`config.mk`:
```
export PLATFORM = sky130hd
export DESIGN_NAME = rf_rename_ctrl
export DESIGN_NICKNAME = d
export VERILOG_FILES = /design/src/rtl/rf_rename_ctrl.sv
export SDC_FILE = /design/constraint.sdc
export NUM_CORES = 1
export LEC_CHECK = 0
export CAP_MARGIN = 0
export CORE_UTILIZATION = 35
export CTS_CLUSTER_SIZE = 24
export DETAILED_ROUTE_END_ITERATION = 16
export GPL_ROUTABILITY_DRIVEN = 1
export GPL_TIMING_DRIVEN = 1
export SLEW_MARGIN = 5
export SYNTH_ARGS = -nofsm -noshare
export SYNTH_HDL_FRONTEND = slang
export SYNTH_SLANG_ARGS = --single-unit
```
`constraint.sdc`:
```
create_clock -name i_clk -period 20.4 [get_ports i_clk]
set_input_delay 4.08 -clock i_clk [delete_from_list [all_inputs] [get_ports i_clk]]
set_output_delay 4.08 -clock i_clk [all_outputs]
set_load 0.01 [all_outputs]
```
`src/rtl/rf_rename_ctrl.sv`:
```
// ---------------------------------------------------------------------------
// rf_rename_ctrl
//   Rename-status controller for the architectural register file. It keeps a
//   busy bit and a producing ROB tag for every register. Issue renames rd.
//   Commit clears the rename only when the retiring tag is still the current
//   producer. Commit values go out on a registered RF write port. RS operand
//   lookups are resolved combinationally, with bypass from the commit port
//   and from the pending RF write.
//
// Ports
//   i_clk, i_rst (sync, active-low), i_rdy (global enable, 0 freezes state)
//   i_issue_valid / i_issue_rd / i_issue_tag        : rename request
//   i_commit_valid / i_commit_rd / i_commit_tag /
//   i_commit_val                                    : ROB retirement
//   i_flush                                         : discard all renames
//   i_rs1 / i_rs2, i_rf_rs1_val / i_rf_rs2_val      : operand lookup inputs
//   o_rsN_ready / o_rsN_tag / o_rsN_val             : operand lookup results
//   o_rf_we / o_rf_waddr / o_rf_wdata               : registered RF write
//   o_busy_count                                    : renamed register count
// ---------------------------------------------------------------------------
module rf_rename_ctrl #(
    parameter int ROB_W = 4,
    parameter int REG_W = 5
) (
    input  logic             i_clk,
    input  logic             i_rst,
    input  logic             i_rdy,
    input  logic             i_issue_valid,
    input  logic [REG_W-1:0] i_issue_rd,
    input  logic [ROB_W-1:0] i_issue_tag,
    input  logic             i_commit_valid,
    input  logic [REG_W-1:0] i_commit_rd,
    input  logic [ROB_W-1:0] i_commit_tag,
    input  logic [31:0]      i_commit_val,
    input  logic             i_flush,
    input  logic [REG_W-1:0] i_rs1,
    input  logic [REG_W-1:0] i_rs2,
    input  logic [31:0]      i_rf_rs1_val,
    input  logic [31:0]      i_rf_rs2_val,
    output logic             o_rs1_ready,
    output logic [ROB_W-1:0] o_rs1_tag,
    output logic [31:0]      o_rs1_val,
    output logic             o_rs2_ready,
    output logic [ROB_W-1:0] o_rs2_tag,
    output logic [31:0]      o_rs2_val,
    output logic             o_rf_we,
    output logic [REG_W-1:0] o_rf_waddr,
    output logic [31:0]      o_rf_wdata,
    output logic [REG_W:0]   o_busy_count
);

    localparam int NREG = 2 ** REG_W;

    typedef struct packed {
        logic             ready;
        logic [ROB_W-1:0] tag;
        logic [31:0]      val;
    } lookup_t;

    logic [NREG-1:0]  r_busy;
    logic [ROB_W-1:0] r_tag [NREG];
    logic             r_rf_we;
    logic [REG_W-1:0] r_rf_waddr;
    logic [31:0]      r_rf_wdata;
    logic [REG_W:0]   r_busy_count;

    logic [NREG-1:0]  w_busy_nxt;
    logic [ROB_W-1:0] w_tag_nxt [NREG];
    logic [REG_W:0]   w_count_nxt;
    logic             w_commit_hit;
    logic             w_issue_en;
    lookup_t          w_lk1;
    lookup_t          w_lk2;

    // Only a commit from the current producer may release the rename; an
    // older instance of the same rd retiring must leave the newer one alone.
    assign w_commit_hit = i_commit_valid && r_busy[i_commit_rd] &&
                          (r_tag[i_commit_rd] == i_commit_tag);
    assign w_issue_en   = i_issue_valid && (i_issue_rd != '0);

    // NOTE: every variable in a combinational block gets a default first so
    // that no path leaves it unassigned, which would infer a latch.
    always_comb begin
        w_busy_nxt = r_busy;
        w_tag_nxt  = r_tag;
        if (i_flush) begin
            w_busy_nxt = '0;
            for (int i = 0; i < NREG; i++) w_tag_nxt[i] = '0;
        end else begin
            if (w_commit_hit) w_busy_nxt[i_commit_rd] = 1'b0;
            // Applied after the commit clear so a same-rd issue wins.
            if (w_issue_en) begin
                w_busy_nxt[i_issue_rd] = 1'b1;
                w_tag_nxt[i_issue_rd]  = i_issue_tag;
            end
        end
    end

    // The count always equals the population of the busy vector, which is
    // the net of all 0->1 and 1->0 transitions. x0 never becomes busy, so
    // the count tops out at NREG-1.
    always_comb begin
        w_count_nxt = '0;
        for (int i = 0; i < NREG; i++)
            w_count_nxt = w_count_nxt + (REG_W+1)'(w_busy_nxt[i]);
    end

    // NOTE: the tag array is a small flop array that must read as zero after
    // reset, so it is cleared explicitly rather than left to power-up state.
    always_ff @(posedge i_clk) begin
        if (!i_rst) begin
            r_busy       <= '0;
            for (int i = 0; i < NREG; i++) r_tag[i] <= '0;
            r_rf_we      <= 1'b0;
            r_rf_waddr   <= '0;
            r_rf_wdata   <= '0;
            r_busy_count <= '0;
        end else if (i_rdy) begin
            r_busy       <= w_busy_nxt;
            r_tag        <= w_tag_nxt;
            r_busy_count <= w_count_nxt;
            // Commits are written even during a flush; x0 writes are masked.
            r_rf_we      <= i_commit_valid && (i_commit_rd != '0);
            if (i_commit_valid) begin
                r_rf_waddr <= i_commit_rd;
                r_rf_wdata <= i_commit_val;
            end
        end else begin
            r_rf_we <= 1'b0;
        end
    end

    // Operand resolution in priority order: x0, not renamed (with bypass of
    // the RF write still in flight), committing this cycle, else wait on tag.
    function automatic lookup_t do_lookup(input logic [REG_W-1:0] rs,
                                          input logic [31:0]      rf_val);
        lookup_t res;
        res.ready = 1'b0;
        res.tag   = r_tag[rs];
        res.val   = '0;
        if (rs == '0) begin
            res.ready = 1'b1;
            res.tag   = '0;
        end else if (!r_busy[rs]) begin
            res.ready = 1'b1;
            res.val   = (r_rf_we && (r_rf_waddr == rs)) ? r_rf_wdata : rf_val;
        end else if (i_commit_valid && (i_commit_rd == rs) &&
                     (i_commit_tag == r_tag[rs])) begin
            res.ready = 1'b1;
            res.val   = i_commit_val;
        end
        return res;
    endfunction

    always_comb begin
        w_lk1 = do_lookup(i_rs1, i_rf_rs1_val);
        w_lk2 = do_lookup(i_rs2, i_rf_rs2_val);
    end

    assign o_rs1_ready  = w_lk1.ready;
    assign o_rs1_tag    = w_lk1.tag;
    assign o_rs1_val    = w_lk1.val;
    assign o_rs2_ready  = w_lk2.ready;
    assign o_rs2_tag    = w_lk2.tag;
    assign o_rs2_val    = w_lk2.val;
    assign o_rf_we      = r_rf_we;
    assign o_rf_waddr   = r_rf_waddr;
    assign o_rf_wdata   = r_rf_wdata;
    assign o_busy_count = r_busy_count;

endmodule

```
==> Implementation_results.wiki, run 1 <==
{| class="wikitable"
! Metric !! Value
|-
| Global-route wire length before repair || around 110000 um
|-
| DRC Markers || 0
|-
| Area of the die || around 0.046 mm2
|-
| Critical Path RT || roughly 16000 ps
|-
| Via count || 16000
|-
| Maximum clock skew at final layout || between 20 and 25 ps
|-
| Top_reg_cell synth || sky130_fd_sc_hd__dfxtp_1
|-
| VDD IR max || 0.0000499 V
|-
| Start point of the critical path || i_rs2[0]
|-
| Cell with the biggest individual delay on the critical path || sky130_fd_sc_hd__mux4_2
|-
| Post-layout worst setup margin || 8280 ps
|-
| Detailed placer's ending HPWL || 52700 um
|-
| Core Box Area || between 0.04 and 0.05 mm2
|-
| CP Max Fanout || 44
|-
| Root Buffer || sky130_fd_sc_hd__clkbuf_16
|-
| Total of max-cap violations || 0
|-
| Vertical die dimension || about 210 um
|-
| Post-route cell area || roughly 0.019 mm2
|-
| Internal power of the cells || 790 uW
|-
| Run status || finished clean
|-
| Count of input and output buffers || around 250
|-
| Maximum number of pins on one net before global-route repair || 116
|-
| Fill cell total of the finished layout || between 4000 and 5000
|-
| Crit path DAT || approximately 8000 ps
|-
| Worst setup slack after placement || roughly 8000 ps
|-
| Starting density of the core || 35.7%
|-
| Setup violation total in the final timing report || 0
|-
| Type of destination of the critical path || output port
|-
| Ports || ~250
|-
| Stages on worst setup path || 11
|-
| RSZ-0062 raised after global routing || no
|-
| Later-pin clock latency in the skew report || between 500 and 600 ps
|-
| Global-route usage over all layers || about 30%
|-
| Endpoint of the worst register-to-register path || o_busy_count[4]$_SDFFE_PN0P_
|-
| H-tree depth || 1
|-
| Count of TritonRoute iterations in the first routing pass || 8
|-
| Share of cells above drive strength 1 || 9.41%
|-
| Least-Margin Pin Slew || about 1100 ps
|-
| Slack of the worst reg-to-reg path || between 10000 and 15000 ps
|-
| Async set-or-reset flop fraction in the synthesized netlist || 0%
|-
| Critical Path Max Stage Delay || between 600 and 700 ps
|-
| Number of standard cells after synthesis || approximately 1900
|-
| Cell depth of the worst flop-to-flop path || 25
|-
| Max Clk Rate || ~0.082 GHz
|-
| Number of buffers and inverters on the critical path || 4
|-
| Worst slew slack as a fraction of its limit || about 27%
|-
| Total negative slack || 0 ps
|-
| Count of antenna diodes in the layout || 0
|-
| Nets || approximately 2200
|-
| Hold buffer count at cts || 0
|-
| Number of cells upsized or downsized after cts || 0
|-
| Initial DRC Count || ~1900
|-
| Post-CTS Repair Setup Buffers || 0
|-
| Commonest non-fill, non-tap cell in the layout || sky130_fd_sc_hd__clkdlybuf4s50_1
|-
| Number of warnings reported in the yosys synthesis log || 0
|-
| Die W || 215 um
|-
| Max-slew violation count || 0
|-
| Mapped Area || around 0.016 mm2
|-
| Count of flip-flops with a built-in enable after synthesis || 0
|-
| Clock tree from TritonCTS || built
|-
| Overflow left after global routing || 0
|-
| Number of vias per cell || around 6.1
|-
| Number of library cell types mapped by synthesis || 74
|-
| Final Hold Violating Endpoints || 0
|-
| Final wirelength || about 72000 um
|-
| Leakage Power || about 6.4 nW
|-
| Final Total Pwr || about 1.1 mW
|-
| Clock period minus worst slack || about 12000 ps
|-
| Worst Setup Start Kind || input pin
|-
| Share of total power in sequential cells || 36.9%
|-
| Clock power frac || approximately 45%
|-
| Critical path type || input pin to output port
|-
| Period Utilization, post-route || about three fifths
|-
| Signed area change from the synthesized netlist to the final layout || 22.7%
|-
| Avg Inst Size Synth || between 8 and 9 um2
|-
| Number of global-route vias before repair || about 15000
|-
| Final weighted congestion of routability-driven global placement || 0.981
|-
| Clock-pin slew on the worst setup and hold paths || ~60 ps
|-
| Commonest cells after routing, fill and taps aside || sky130_fd_sc_hd__clkdlybuf4s50_1, sky130_fd_sc_hd__dfxtp_1, sky130_fd_sc_hd__mux2i_1
|-
| Net Switching || around 320 uW
|-
| Clock Tree Buf Depth || 3
|-
| Cell family with the largest share of critical-path delay || buffers and inverters
|-
| Placed cell areas || approximately 0.019 mm2
|-
| Path type of the worst min-delay path || flip-flop to flip-flop
|-
| Number of register bits inferred by synthesis || 204
|-
| Worst Setup EP || o_rs2_val[7]
|-
| Pwr per Cell Area || roughly 57 mW/mm2
|-
| Switching power as a share of total power || about 29%
|-
| Antenna violations before repair || 0
|-
| Reg2Reg Launch Point || r_tag[68]$_SDFFE_PN0P_
|-
| Row Count || 77
|-
| Proportion of synthesized chip area in sequential cells || between 20% and 30%
|-
| Routed Antenna Nets || 0
|-
| Clock sinks || 204
|-
| Number of buffers added by the clock tree synthesis step || 25
|-
| Avg WL per Cell || roughly 28 um
|-
| Cells along the critical path || buf_2, buf_4, mux4_2, mux4_2, a211o_1, xnor2_1, o2111ai_1, nor2_2, buf_4, o2bb2ai_1, clkdlybuf4s50_1
|-
| Share of total power in combinational logic || around 18%
|-
| Syn_nets || about 2000
|}
power by group through the flow:
stage          logic [mW]  clock network, mW  registers [mW]
2_1_floorplan       0.105                  0           0.417
3_3_place_gp        0.199                  0           0.418
3_5_place_dp        0.200                  0           0.418
4_1_cts             0.201              0.501           0.409
5_1_grt             0.214              0.520           0.410
6_report            0.203              0.496           0.409
worst min-delay path by stage:
| stage | startpoint | end | slack (ps) | cells past startpoint |
|---|---|---|---|---|
| after detailed placement | o_busy_count[1]$_SDFFE_PN0P_ | o_busy_count[1]$_SDFFE_PN0P_ | 470 | 1 |
| after CTS | o_busy_count[1]$_SDFFE_PN0P_ | o_busy_count[1]$_SDFFE_PN0P_ | 490 | 1 |
| after floorplan | r_busy[0]$_SDFFE_PN0P_ | r_busy[0]$_SDFFE_PN0P_ | 440 | 2 |
| after global placement | o_busy_count[5]$_SDFFE_PN0P_ | o_busy_count[5]$_SDFFE_PN0P_ | 480 | 2 |
| final | o_busy_count[1]$_SDFFE_PN0P_ | o_busy_count[1]$_SDFFE_PN0P_ | 480 | 1 |
| after global routing | o_busy_count[1]$_SDFFE_PN0P_ | o_busy_count[1]$_SDFFE_PN0P_ | 520 | 1 |
Yosys cell counts, drive strengths merged (6+ instances only):
cell     instances  area (um2)
a211oi           9        67.6
a21boi          39         293
a21oi          130         651
a22oi           25         188
a311o            7        70.1
a31oi           18         113
and2            15        93.8
and3             9        56.3
buf             64         365
clkbuf          99         373
dfxtp          204        4080
fa              24         480
ha               7        87.6
inv             34         128
mux2            16         180
mux2i          188        1880
mux4            65        1460
nand2          158         593
nand2b          18         113
nand3           31         155
nand3b           8        60.1
nand4            9        56.3
nor2            91         344
nor2b          148         926
nor3           127         646
nor4            25         186
o211ai           6        45.0
o21ai           65         329
o21bai           7        63.8
o22ai           40         250
o2bb2ai         65         569
o41ai           12         105
xnor2           12         105
xor2            23         209
flip-flops by register name, indices dropped and copies added, names as in the netlist:
| register | count |
|---|---|
| o_rf_waddr | 5 |
| o_rf_we | 1 |
| r_tag | 128 |
| o_busy_count | 6 |
| o_rf_wdata | 32 |
| r_busy | 32 |
per-layer routing:
metal,vias up,track usage [%],share of wire [%]
li1,7145,-,-
met1,7727,40.9,42
met2,939,48.1,44
met3,189,4.77,8.6
met4,0,13.9,5.2
met5,-,0,0
logic make-up after synthesis:
family / Yosys count / synth area share (%)
simple gates: 659 / 21.4
compound gates: 460 / 19.6
mux: 269 / 22.3
flops: 204 / 25.8
buf+inv: 198 / 5.49
xor+xnor: 35 / 1.98
fa+ha+maj: 31 / 3.58
final cells by class:
| class | instances | area [um2] | area share [%] |
|---|---|---|---|
| flip-flops and latches | 204 | 4080 | 21.0 |
| repair buffers | 281 | 2690 | 13.8 |
| inverters | 35 | 131 | 0.676 |
| clock buffers | 33 | 696 | 3.58 |
| multi-input cells | 1454 | 10900 | 56.1 |
| clock inverters | 12 | 193 | 0.991 |
| well taps | 592 | 741 | 3.81 |
worst register-to-register path: cells and delay by family, from the launching register on:
family          cells  cell delay, ps
compound gates      5             800
xor+xnor            2             310
fa+ha+maj           8            3640
buf+inv             5             520
flops               1             410
mux                 2             650
simple gates        3            1090
through the flow:
step / cells / utilization [%] / hold WS [ps]
after detailed placement: 2566 / 41.8 / 470
after floorplan: 1856 / - / 443
final: 2611 / 43.8 / 483
after CTS: 2611 / 43.8 / 486
after global routing: 2611 / 43.8 / 518
after global placement: 2566 / 41.8 / 479
Note: power is estimated with default switching activity, not from simulation.
==> run 2, diff against run 1 <==
- clock period: 20.4 -> 11.3 ns (I/O delays scaled with it)
==> run 2 against run 1 <==
Clock skew fell by 8.1 ps. Register-to-register slack got worse by 9000 ps. Routed wire length fell by 0.93%. Sequential cell count did not move. Sequential power rose by 81%. Sequential share of layout area barely moved. Critical path type is now input pin to flip-flop. Clock-buffer cell count rose by 5. Largest cell class unchanged. Non-clock buffer count rose by 6.
==> Implementation_results.wiki, run 2 (synthesized netlist as in run 1, its figures left out) <==
{| class="wikitable"
! Metric !! Value
|-
| Path type of the worst min-delay path || flip-flop to flip-flop
|-
| Max-slew violation count || 0 (unchanged)
|-
| Number of buffers added by the clock tree synthesis step || 26 (+4.0%)
|-
| Clock period minus worst slack || 9840 ps
|-
| Number of flip-flops in the largest register || 128 (unchanged)
|-
| Final wirelength || 71200 um (-0.93%)
|-
| Count of TritonRoute iterations in the first routing pass || 5 (-3)
|-
| Signed area change from the synthesized netlist to the final layout || 22.7% (about the same)
|-
| Endpoint of the worst register-to-register path || o_busy_count[4]$_SDFFE_PN0P_
|-
| Least-Margin Pin Slew || 1140 ps (+46.6 ps)
|-
| Nets || 2169 (+0.32%)
|-
| Utilization after layout || 43.8% (about the same)
|-
| DRC Markers || 0 (unchanged)
|-
| Clock-pin slew on the worst setup and hold paths || 60 ps (about the same)
|-
| Final Total Pwr || 1.94 mW (+75%)
|-
| Launch instance of the worst min-delay path || o_busy_count[1]$_SDFFE_PN0P_
|-
| Maximum clock skew at final layout || 15.3 ps (-8.11 ps)
|-
| Total negative slack || 0 ps (unchanged)
|-
| Slack of the worst reg-to-reg path || 3890 ps (-8950 ps)
|-
| Ports || 248 (unchanged)
|-
| Core Box Area || 0.0444 mm2 (unchanged)
|-
| Root Buffer || sky130_fd_sc_hd__clkbuf_16
|-
| Vertical die dimension || 215 um (unchanged)
|-
| Number of vias per cell || 6.20 (+1.2%)
|-
| Fill cell total of the finished layout || 4391 (-0.30%)
|-
| Crit path DAT || 10310 ps (+2270 ps)
|-
| Post-layout worst setup margin || 1460 ps (-6820 ps)
|-
| Number of global-route vias before repair || 15200 (-1.3%)
|-
| Avg WL per Cell || 27.2 um (-1.2%)
|-
| Overflow left after global routing || 0 (unchanged)
|-
| Antenna violations before repair || 3 (+3)
|-
| Reg2Reg Launch Point || r_tag[68]$_SDFFE_PN0P_
|-
| Commonest cells after routing, fill and taps aside || sky130_fd_sc_hd__clkdlybuf4s50_1, sky130_fd_sc_hd__dfxtp_1, sky130_fd_sc_hd__mux2i_1
|-
| VDD IR max || 0.000104 V (+110%)
|-
| Routed Antenna Nets || 0 (unchanged)
|-
| Critical path type || input pin to flip-flop
|-
| Largest register by flop count || r_tag
|-
| Global-route wire length before repair || 105000 um (-1.1%)
|-
| Hold buffer count at cts || 0 (unchanged)
|-
| Starting density of the core || 35.7% (unchanged)
|-
| Run status || finished clean
|-
| Cell repeated most along the worst path || sky130_fd_sc_hd__fa_1
|-
| H-tree depth || 1 (unchanged)
|-
| Setup violation total in the final timing report || 0 (unchanged)
|-
| Cell with the biggest individual delay on the critical path || sky130_fd_sc_hd__clkdlybuf4s50_1
|-
| Type of destination of the critical path || flip-flop
|-
| Via count || 16200 (+1.5%)
|-
| Clock Tree Buf Depth || 3 (unchanged)
|-
| Global-route usage over all layers || 30.2% (-0.33 points)
|-
| Max Clk Rate || roughly 0.1 GHz
|-
| Count of antenna diodes in the layout || 0 (unchanged)
|-
| Total of max-cap violations || 0 (unchanged)
|-
| Maximum number of pins on one net before global-route repair || 117 (+0.86%)
|-
| Number of cells upsized or downsized after cts || 0 (unchanged)
|-
| Initial DRC Count || 1948 (+3.1%)
|-
| Detailed placer's ending HPWL || 53900 um (+2.2%)
|-
| CP Max Fanout || 14 (-68%)
|-
| Count of input and output buffers || 247 (unchanged)
|-
| Share of cells above drive strength 1 || 9.47% (+0.062 points)
|-
| Pwr per Cell Area || 99.7 mW/mm2 (+75%)
|-
| Later-pin clock latency in the skew report || 570 ps (about the same)
|-
| Final Hold Violating Endpoints || 0 (unchanged)
|-
| Clock sinks || 204 (unchanged)
|-
| Row Count || 77 (unchanged)
|-
| RSZ-0062 raised after global routing || no
|-
| Worst setup slack after placement || 937 ps (-7050 ps)
|-
| Critical Path Max Stage Delay || 1030 ps (+380 ps)
|-
| Critical Path RT || 11760 ps (-4560 ps)
|-
| Leakage Power || 6.41 nW (about the same)
|-
| Commonest non-fill, non-tap cell in the layout || sky130_fd_sc_hd__clkdlybuf4s50_1
|-
| Clock tree from TritonCTS || built
|-
| Post-CTS Repair Setup Buffers || 0 (unchanged)
|-
| Die W || 215 um (unchanged)
|-
| End point of the most critical hold path || o_busy_count[1]$_SDFFE_PN0P_
|-
| Cell depth of the worst flop-to-flop path || 24 (-4.0%)
|-
| Period Utilization, post-route || between 80% and 90%
|-
| Area of the die || 0.0461 mm2 (unchanged)
|-
| Worst slew slack as a fraction of its limit || 23.6% (-3.3 points)
|-
| Hold path depth || 1 (unchanged)
|-
| Worst Setup Start Kind || input pin
|-
| Final weighted congestion of routability-driven global placement || 0.987 (+0.64%)
|}
[run 2: cell types whose count changed in the layout (fill, tap and decap cells not counted), sizes merged]
| cell | previous run | this run |
|---|---|---|
| bufinv | 5 | 1 |
| clkbuf | 33 | 38 |
| clkinv | 7 | 8 |
| inv | 35 | 34 |
| clkinvlp | 0 | 1 |
| buf | 43 | 49 |
[run 2: how the worst max path moves through the flow]
stage / slack [ps] / start / end / cells past startpoint
2_1_floorplan: 2580 / i_commit_rd[3] / o_busy_count[4]$_SDFFE_PN0P_ / 28
3_3_place_gp: 1030 / i_commit_rd[0] / o_busy_count[4]$_SDFFE_PN0P_ / 25
3_5_place_dp: 940 / i_commit_rd[0] / o_busy_count[4]$_SDFFE_PN0P_ / 25
4_1_cts: 1520 / i_commit_rd[0] / o_busy_count[4]$_SDFFE_PN0P_ / 25
5_1_grt: 1140 / i_commit_rd[0] / o_busy_count[4]$_SDFFE_PN0P_ / 26
6_report: 1460 / i_commit_rd[0] / o_busy_count[4]$_SDFFE_PN0P_ / 25
[run 2: worst max-delay path, delay by kind of cell]
| kind | cells | cell delay, ps |
|---|---|---|
| AO/OA/AOI/OAI | 5 | 910 |
| XOR/XNOR | 2 | 340 |
| adder cells (fa/ha/maj) | 8 | 3640 |
| buffers and inverters | 5 | 1270 |
| multiplexers | 2 | 770 |
| AND/OR/NAND/NOR | 3 | 1080 |
[run 2: per-stage QoR]
| step | hold WS (ps) | std cells | cell area, um2 |
|---|---|---|---|
| global route | 530 | 2619 | 19400 |
| CTS | 504 | 2619 | 19400 |
| floorplan | 443 | 1856 | 15800 |
| global placement | 482 | 2572 | 18600 |
| detailed placement | 485 | 2572 | 18600 |
| finish | 498 | 2619 | 19400 |
[run 2: area by class of cell]
class	instances	area, um2	area share (%)
clock buffers	38	736	3.78
clock inverters	9	95.1	0.489
inverters	35	131	0.676
multi-input cells	1454	10900	56.1
flip-flops and latches	204	4080	21.0
well taps	592	741	3.81
repair buffers	287	2750	14.1
[run 2: metal layers]
layer  vias up  GRT usage (%)  routed length, um
met5         -              0                 41
met4         6           11.8               2980
met3       159           4.44               6580
met2      1010           48.0              31900
met1      7905           41.0              29700
li1       7164              -                  -
[run 2: power by group]
part	internal, mW	switching (mW)	total, mW	leakage (nW)
sequential	0.728	0.0112	0.739	1.65
clock	0.475	0.357	0.832	0.404
combinational	0.154	0.213	0.367	4.36
==> run 3, diff against run 2 <==
- SKIP_CTS_REPAIR_TIMING: default -> 1
- SKIP_LAST_GASP: default -> 1
==> results of run 3 <==
Final layout, timing and power as in run 2 (identical DEF).
